`src/rtl/core_pkg.sv`:
```
// Shared core definitions: ALU opcode encoding, RV32 decode fields and the
// issue-stage payload handed from issue to execute.
package core_pkg;

  typedef enum logic [4:0] {
    ALU_NOP   = 5'd0,
    ALU_ADD   = 5'd1,
    ALU_SUB   = 5'd2,
    ALU_XOR   = 5'd3,
    ALU_OR    = 5'd4,
    ALU_AND   = 5'd5,
    ALU_SHL   = 5'd6,
    ALU_SHR   = 5'd7,
    ALU_SHLU  = 5'd8,
    ALU_SHRU  = 5'd9,
    ALU_SLT   = 5'd10,
    ALU_SGT   = 5'd11,
    ALU_AUI   = 5'd12,
    ALU_AUIPC = 5'd13,
    ALU_MUL   = 5'd14,
    ALU_DIV   = 5'd15,
    ALU_REM   = 5'd16
  } alu_op_t;

  localparam logic [6:0] OPC_OP     = 7'b0110011;
  localparam logic [6:0] OPC_OP_IMM = 7'b0010011;
  localparam logic [6:0] OPC_LUI    = 7'b0110111;
  localparam logic [6:0] OPC_AUIPC  = 7'b0010111;

  localparam logic [6:0] F7_BASE   = 7'b0000000;
  localparam logic [6:0] F7_ALT    = 7'b0100000;
  localparam logic [6:0] F7_MULDIV = 7'b0000001;

  localparam logic [2:0] F3_ADD  = 3'b000;
  localparam logic [2:0] F3_SLL  = 3'b001;
  localparam logic [2:0] F3_SLT  = 3'b010;
  localparam logic [2:0] F3_SLTU = 3'b011;
  localparam logic [2:0] F3_XOR  = 3'b100;
  localparam logic [2:0] F3_SR   = 3'b101;
  localparam logic [2:0] F3_OR   = 3'b110;
  localparam logic [2:0] F3_AND  = 3'b111;
  localparam logic [2:0] F3_MUL  = 3'b000;
  localparam logic [2:0] F3_DIV  = 3'b100;
  localparam logic [2:0] F3_REM  = 3'b110;

  typedef struct packed {
    alu_op_t     alu_op;
    logic [31:0] alu_a;
    logic [31:0] alu_b;
    logic [31:0] pc;
    logic [4:0]  rd;
    logic        rd_we;
    logic        illegal;
  } issue_payload_t;

endpackage

```
`src/rtl/alu_skid_buffer.sv`:
```
// Two-entry valid/ready skid buffer with flush; in_ready comes straight from a flop
// and the head entry drives the outputs directly.
module alu_skid_buffer #(
  parameter type T = logic [31:0]
) (
  input  logic clk,
  input  logic rst,
  input  logic flush,
  input  logic in_valid,
  output logic in_ready,
  input  T     in_data,
  output logic out_valid,
  input  logic out_ready,
  output T     out_data
);

  typedef enum logic [1:0] {EMPTY, ONE, FULL} state_t;

  state_t r_state;
  state_t w_state_nxt;
  T       r_head;
  T       r_skid;
  logic   r_in_ready;
  logic   w_accept;
  logic   w_issue;
  logic   w_load_head_in;
  logic   w_load_head_skid;
  logic   w_load_skid;

  assign w_accept  = in_valid && r_in_ready && !flush;
  assign w_issue   = (r_state != EMPTY) && out_ready;
  assign in_ready  = r_in_ready;
  assign out_valid = (r_state != EMPTY);
  assign out_data  = r_head;

  always_ff @(posedge clk) begin
    if (rst) begin
      r_state    <= EMPTY;
      r_in_ready <= 1'b0;
    end else begin
      r_state    <= w_state_nxt;
      r_in_ready <= (w_state_nxt != FULL);
    end
  end

  always_comb begin
    w_state_nxt      = r_state;
    w_load_head_in   = 1'b0;
    w_load_head_skid = 1'b0;
    w_load_skid      = 1'b0;
    case (r_state)
      EMPTY: begin
        if (w_accept) begin
          w_state_nxt    = ONE;
          w_load_head_in = 1'b1;
        end
      end
      ONE: begin
        if (w_accept && w_issue) begin
          w_load_head_in = 1'b1;
        end else if (w_accept) begin
          w_state_nxt = FULL;
          w_load_skid = 1'b1;
        end else if (w_issue) begin
          w_state_nxt = EMPTY;
        end
      end
      FULL: begin
        // Older entry leaves; the skid entry becomes the head so order is kept.
        if (w_issue) begin
          w_state_nxt      = ONE;
          w_load_head_skid = 1'b1;
        end
      end
      default: w_state_nxt = EMPTY;
    endcase
    if (flush) w_state_nxt = EMPTY;
  end

  always_ff @(posedge clk) begin
    if (rst) begin
      r_head <= '0;
    end else if (w_load_head_in) begin
      r_head <= in_data;
    end else if (w_load_head_skid) begin
      r_head <= r_skid;
    end
  end

  always_ff @(posedge clk) begin
    if (w_load_skid) r_skid <= in_data;
  end

endmodule

```
`src/rtl/alu_issue_stage.sv`:
```
// ALU issue stage: decodes RV32I/M ALU instructions with writeback bypass at accept
// and queues the resulting payload through a skid buffer toward execute.
module alu_issue_stage
  import core_pkg::*;
#(
  parameter int XLEN      = 32,
  parameter bit BYPASS_EN = 1'b1
) (
  input  logic            clk,
  input  logic            rst,
  input  logic            in_valid,
  output logic            in_ready,
  input  logic [31:0]     instr,
  input  logic [XLEN-1:0] pc_in,
  output logic [4:0]      rs1_addr,
  output logic [4:0]      rs2_addr,
  input  logic [XLEN-1:0] rs1_data,
  input  logic [XLEN-1:0] rs2_data,
  input  logic            wb_en,
  input  logic [4:0]      wb_rd,
  input  logic [XLEN-1:0] wb_data,
  input  logic            flush,
  output logic            out_valid,
  input  logic            out_ready,
  output logic [4:0]      alu_op,
  output logic [XLEN-1:0] alu_a,
  output logic [XLEN-1:0] alu_b,
  output logic [XLEN-1:0] pc,
  output logic [4:0]      rd,
  output logic            rd_we,
  output logic            illegal
);

  function automatic logic [XLEN-1:0] operand(input logic [4:0] addr, input logic [XLEN-1:0] rf,
                                              input logic en, input logic [4:0] wrd,
                                              input logic [XLEN-1:0] wdat);
    if (addr == 5'd0) return '0;
    if (BYPASS_EN && en && (wrd == addr)) return wdat;
    return rf;
  endfunction

  function automatic issue_payload_t decode(input logic [31:0] w, input logic [XLEN-1:0] pc_cur,
                                            input logic [XLEN-1:0] a_in,
                                            input logic [XLEN-1:0] b_in);
    issue_payload_t p;
    logic [6:0] f7;
    logic [2:0] f3;
    logic       bad;
    f7      = w[31:25];
    f3      = w[14:12];
    bad     = 1'b0;
    p       = '0;
    p.pc    = pc_cur + 32'd4;
    p.rd    = w[11:7];
    case (w[6:0])
      OPC_OP: begin
        p.alu_a = a_in;
        p.alu_b = (f3 == F3_SLL || f3 == F3_SR) ? {27'b0, b_in[4:0]} : b_in;
        case (f7)
          F7_BASE: begin
            case (f3)
              F3_ADD:  p.alu_op = ALU_ADD;
              F3_SLL:  p.alu_op = ALU_SHL;
              F3_SLT:  p.alu_op = ALU_SLT;
              F3_SLTU: p.alu_op = ALU_SGT;
              F3_XOR:  p.alu_op = ALU_XOR;
              F3_SR:   p.alu_op = ALU_SHR;
              F3_OR:   p.alu_op = ALU_OR;
              default: p.alu_op = ALU_AND;
            endcase
          end
          F7_ALT: begin
            if (f3 == F3_ADD)     p.alu_op = ALU_SUB;
            else if (f3 == F3_SR) p.alu_op = ALU_SHRU;
            else                  bad = 1'b1;
          end
          F7_MULDIV: begin
            if (f3 == F3_MUL)      p.alu_op = ALU_MUL;
            else if (f3 == F3_DIV) p.alu_op = ALU_DIV;
            else if (f3 == F3_REM) p.alu_op = ALU_REM;
            else                   bad = 1'b1;
          end
          default: bad = 1'b1;
        endcase
      end
      OPC_OP_IMM: begin
        p.alu_a = a_in;
        p.alu_b = {{20{w[31]}}, w[31:20]};
        case (f3)
          F3_ADD:  p.alu_op = ALU_ADD;
          F3_SLT:  p.alu_op = ALU_SLT;
          F3_SLTU: p.alu_op = ALU_SGT;
          F3_XOR:  p.alu_op = ALU_XOR;
          F3_OR:   p.alu_op = ALU_OR;
          F3_AND:  p.alu_op = ALU_AND;
          F3_SLL: begin
            p.alu_b = {27'b0, w[24:20]};
            if (f7 == F7_BASE) p.alu_op = ALU_SHL;
            else               bad = 1'b1;
          end
          default: begin
            p.alu_b = {27'b0, w[24:20]};
            if (f7 == F7_BASE)     p.alu_op = ALU_SHR;
            else if (f7 == F7_ALT) p.alu_op = ALU_SHRU;
            else                   bad = 1'b1;
          end
        endcase
      end
      OPC_LUI: begin
        p.alu_op = ALU_AUI;
        p.alu_b  = {12'b0, w[31:12]};
      end
      OPC_AUIPC: begin
        p.alu_op = ALU_AUIPC;
        p.alu_a  = pc_cur;
        p.alu_b  = {12'b0, w[31:12]};
      end
      default: bad = 1'b1;
    endcase
    // Undecodable words still travel in order so execute can raise the trap.
    if (bad) begin
      p.alu_op = ALU_NOP;
      p.alu_a  = '0;
      p.alu_b  = '0;
    end
    p.illegal = bad;
    p.rd_we   = !bad && (p.rd != 5'd0);
    return p;
  endfunction

  logic [XLEN-1:0] w_rs1_val;
  logic [XLEN-1:0] w_rs2_val;
  issue_payload_t  w_in_payload;
  issue_payload_t  w_out_payload;

  assign rs1_addr     = instr[19:15];
  assign rs2_addr     = instr[24:20];
  assign w_rs1_val    = operand(rs1_addr, rs1_data, wb_en, wb_rd, wb_data);
  assign w_rs2_val    = operand(rs2_addr, rs2_data, wb_en, wb_rd, wb_data);
  assign w_in_payload = decode(instr, pc_in, w_rs1_val, w_rs2_val);

  alu_skid_buffer #(.T(issue_payload_t)) u_skid (
    .clk       (clk),
    .rst       (rst),
    .flush     (flush),
    .in_valid  (in_valid),
    .in_ready  (in_ready),
    .in_data   (w_in_payload),
    .out_valid (out_valid),
    .out_ready (out_ready),
    .out_data  (w_out_payload)
  );

  assign alu_op  = w_out_payload.alu_op;
  assign alu_a   = w_out_payload.alu_a;
  assign alu_b   = w_out_payload.alu_b;
  assign pc      = w_out_payload.pc;
  assign rd      = w_out_payload.rd;
  assign rd_we   = w_out_payload.rd_we;
  assign illegal = w_out_payload.illegal;

endmodule

```
`config.mk`:
```
export PLATFORM = sky130hd
export DESIGN_NAME = alu_issue_stage
export DESIGN_NICKNAME = d
export VERILOG_FILES = /design/src/rtl/core_pkg.sv /design/src/rtl/alu_skid_buffer.sv /design/src/rtl/alu_issue_stage.sv
export SDC_FILE = /design/constraint.sdc
export NUM_CORES = 1
export LEC_CHECK = 0
export ABC_AREA = 1
export CELL_PAD_IN_SITES_DETAIL_PLACEMENT = 1
export CELL_PAD_IN_SITES_GLOBAL_PLACEMENT = 1
export CORE_AREA = 5 5 145 285
export DETAILED_ROUTE_END_ITERATION = 10
export DIE_AREA = 0 0 150 290
export PLACE_DENSITY = 0.73
export SLEW_MARGIN = 5
export SYNTH_ARGS = -nofsm -noshare
export SYNTH_HDL_FRONTEND = slang
export SYNTH_SLANG_ARGS = --single-unit
```
`constraint.sdc`:
```
create_clock -name clk -period 6.4 [get_ports clk]
set_input_delay 1.28 -clock clk [delete_from_list [all_inputs] [get_ports clk]]
set_output_delay 1.28 -clock clk [all_outputs]
set_load 0.03 [all_outputs]
```
==> load_flow_metrics.sql <==
INSERT INTO impl_metrics (metric_group, metric, value, unit) VALUES
('global_route', 'overflow', '0', ''),
('logic_synthesis', 'syn_avg_cell_area', '7.25', 'um^2'),
('clock_network', 'cts_root_buffer', 'sky130_fd_sc_hd__clkbuf_16', ''),
('sta', 'timing.setup.tns', '0', 'ns'),
('sta', 'hold_violations', '0', ''),
('placement', 'place.port_buffers', '290', ''),
('sta', 'slew_headroom', '0.224', ''),
('placement', 'placer_s_final_routability_congestion_estimate', '0.971', ''),
('clock_network', 'cts_inserted_buffers', '22', ''),
('setup_path', 'setup.worst_path.end_class', 'output port', ''),
('logic_synthesis', 'synth.lib_cells_used.distinct', '43', ''),
('placement', 'pre_cts_slack', '2.07', 'ns'),
('cells_and_area', 'design.final.nets', '2139', ''),
('logic_synthesis', 'synthesis.area', '12600', 'um^2'),
('sta', 'grt_setup_unrepaired', 'no', ''),
('logic_synthesis', 'synth-edff-count', '108', ''),
('clock_network', 'insertion_delay', '0.52', 'ns'),
('routing', 'detail-route-antenna-nets', '0', ''),
('setup_path', 'critical_path_type', 'input port to output port', ''),
('clock_network', 'ctsHoldBuffers', '0', ''),
('global_route', 'grt_antenna_before_repair', '0', ''),
('cells_and_area', 'layout-drive-gt1-share', '0.0958', ''),
('cells_and_area', 'fillers', '4834', ''),
('clock_network', 'clock_sinks', '219', ''),
('sta', 'achievable-frequency', '255', 'MHz'),
('floorplan', 'starting_density', '0.324', ''),
('routing', 'total_vias_in_the_final_route', '12336', ''),
('sta', 'slew_viol_final', '0', ''),
('logic_synthesis', 'dominantRegCellSynth', 'sky130_fd_sc_hd__dfxtp_1', ''),
('power_and_ir_drop', 'p_per_area', '210', 'nW/um^2'),
('power_and_ir_drop', 'leakage', '7.80', 'nW'),
('setup_path', 'crit_top_cell', 'sky130_fd_sc_hd__clkdlybuf4s50_1', ''),
('clock_network', 'postCtsSetupRepairBufs', '0', ''),
('floorplan', 'die_outline_area', '43500', 'um^2'),
('routing', 'top_layer_in_use', 'met4', ''),
('global_route', 'grt_start_max_net_pins', '65', ''),
('setup_path', 'cp.required', '5.12', 'ns'),
('setup_path', 'worst_path_max_delay_cell', 'sky130_fd_sc_hd__clkdlybuf4s50_1', ''),
('floorplan', 'placementRows', '102', ''),
('sta', 'timing.clock.skew', '0.0152', 'ns'),
('routing', 'route.met3.wl', '2420', 'um'),
('sta', 'tightestPinTransition', '1.16', 'ns'),
('cells_and_area', 'num_antenna_cells', '0', ''),
('logic_synthesis', 'yosysSeqAreaShare', '0.434', ''),
('routing', 'met2RoutedLength', '28400', 'um'),
('setup_path', 'setup.worst_path.start_class', 'input port', ''),
('routing', 'detail_route.iter0.violations', '574', ''),
('routing', 'routedLengthMet1', '19000', 'um'),
('sta', 'finalWorstPathRequiredPeriod', '3.92', 'ns'),
('setup_path', 'arrival_time_of_the_worst_setup_path', '2.64', 'ns'),
('setup_path', 'largest_delay_contributor_family_on_the_critical_path', 'buffers and inverters', ''),
('clock_network', 'tritoncts', 'yes', ''),
('setup_path', 'worstPathCellList', 'clkdlybuf4s50_1 -> clkdlybuf4s50_1', ''),
('global_route', 'gr-usage-all-layers', '0.236', ''),
('clock_network', 'clock_tree.htree_level_count', '1', ''),
('sta', 'holdWs', '0.484', 'ns'),
('routing', 'postRouteWirelength', '53000', 'um'),
('setup_path', 'critical_path_buf_inv_count', '2', ''),
('setup_path', 'timing.critical_path.fanout_max', '4', ''),
('floorplan', 'chipWidth', '150', 'um'),
('routing', 'routed_via_density', '4.93', ''),
('floorplan', 'io-pin-count', '291', ''),
('outcome', 'status', 'finished clean', ''),
('clock_network', 'ctsLongestPathBuffers', '3', ''),
('routing', 'drc', '0', ''),
('run', 'max_cap_violations', '0', ''),
('global_route', 'grt_pass1_wl', '78200', 'um'),
('logic_synthesis', 'synth_seq_cells', '219', ''),
('logic_synthesis', 'synthCells', '1736', ''),
('clock_network', 'post_cts.resized_instances', '0', ''),
('placement', 'place.detailed.hpwl', '40500', 'um');
==> cell usage after synthesis, types with 3 or more instances <==
library cell               count  area share
sky130_fd_sc_hd__nand3b_1      8      0.0048
sky130_fd_sc_hd__nor2_1       53       0.016
sky130_fd_sc_hd__xor2_1       15       0.010
sky130_fd_sc_hd__o21a_1        3      0.0018
sky130_fd_sc_hd__o21ai_0      65       0.026
sky130_fd_sc_hd__a21oi_1      44       0.018
sky130_fd_sc_hd__xnor2_1       6      0.0042
sky130_fd_sc_hd__clkbuf_1     48       0.014
sky130_fd_sc_hd__inv_1       235       0.070
sky130_fd_sc_hd__inv_2         8      0.0024
sky130_fd_sc_hd__nand3_1     230       0.091
sky130_fd_sc_hd__nor3_1        7      0.0028
sky130_fd_sc_hd__clkinv_1      4      0.0012
sky130_fd_sc_hd__a21oi_2      49       0.034
sky130_fd_sc_hd__nor2_2        3      0.0015
sky130_fd_sc_hd__a31oi_1      21       0.010
sky130_fd_sc_hd__buf_1         8      0.0024
sky130_fd_sc_hd__buf_2        28       0.011
sky130_fd_sc_hd__nand2_2      33       0.016
sky130_fd_sc_hd__edfxtp_1    108        0.26
sky130_fd_sc_hd__nand2_1     577        0.17
sky130_fd_sc_hd__o22ai_1       5      0.0025
sky130_fd_sc_hd__buf_4        11      0.0066
sky130_fd_sc_hd__nand4_1       4      0.0020
sky130_fd_sc_hd__nand2_4      20       0.018
sky130_fd_sc_hd__dfxtp_1     111        0.18
sky130_fd_sc_hd__nor2_4        6      0.0054
sky130_fd_sc_hd__nor3b_1       3      0.0018
sky130_fd_sc_hd__buf_6         5      0.0045
==> layout make-up <==
| class | instances | area [um^2] | area share |
|---|---|---|---|
| inverter | 247 | 930 | 0.0559 |
| tap | 520 | 651 | 0.0392 |
| clock inverter | 8 | 135 | 0.00813 |
| multi-input combinational | 1167 | 5690 | 0.342 |
| clock buffer | 32 | 659 | 0.0397 |
| timing repair buffer | 310 | 3090 | 0.186 |
| sequential | 219 | 5470 | 0.329 |
==> sequential cells by signal, indices dropped and copies added (netlist names) <==
name	flops
u_skid.in_ready	1
u_skid.r_state	2
u_skid.r_skid	108
u_skid.out_data	108
==> worst paths after layout <==
check	start	endpoint	slack [ns]	depth (start not counted)
setup reg to reg	u_skid.r_state[1]	u_skid.out_data[12]	3.49	7
hold / removal	u_skid.out_data[7]	u_skid.out_data[7]	0.48	2
hold reg to reg	u_skid.out_data[7]	u_skid.out_data[7]	0.48	2
setup / recovery	instr[17]	rs1_addr[2]	2.48	2
==> cells by family (layout without fill, tap and decap cells) <==
family | after synthesis | count (layout) | synth area share
AOI/OAI and AO/OA | 194 | 194 | 0.0965
xor gates and xnor gates | 21 | 21 | 0.0146
adders and majority gates | 1 | 1 | 0.000994
buffers and inverters | 350 | 597 | 0.117
DFF | 219 | 219 | 0.434
and+or+nand+nor | 951 | 951 | 0.337
==> power breakdown <==
part	switching [mW]	internal, mW
registers	0.0300	1.50
logic	0.323	0.226
clock network	0.574	0.843
total	0.927	2.57
==> cells in the final DEF (no fill, tap or decap), drive strengths merged, types with 2 or more instances in the layout <==
master,count
nand3b,8
clkinvlp,2
o21ai,66
nand2,630
o21a,3
nand3,232
a31oi,21
clkbuf,32
xnor2,6
a21oi,93
buf,20
edfxtp,108
inv,245
nor3b,3
clkinv,5
nor2,62
bufinv,3
xor2,15
clkdlybuf4s50,290
a311oi,2
o22ai,5
nor3,9
dfxtp,111
nand4,4
==> per-stage QoR <==
step / cell area [um^2] / cells / util
5_1_grt: 16600 / 2503 / 0.428
2_1_floorplan: 12600 / 1736 / -
3_3_place_gp: 15800 / 2463 / 0.408
3_5_place_dp: 15800 / 2463 / 0.408
6_report: 16600 / 2503 / 0.428
4_1_cts: 16600 / 2503 / 0.428
==> routing by layer <==
layer / GRT usage / up-vias
met5: 0 / -
met4: 0.123 / 0
met3: 0.0303 / 90
met2: 0.448 / 356
met1: 0.245 / 5927
li1: - / 5963
(Power assumes the default switching activity.)
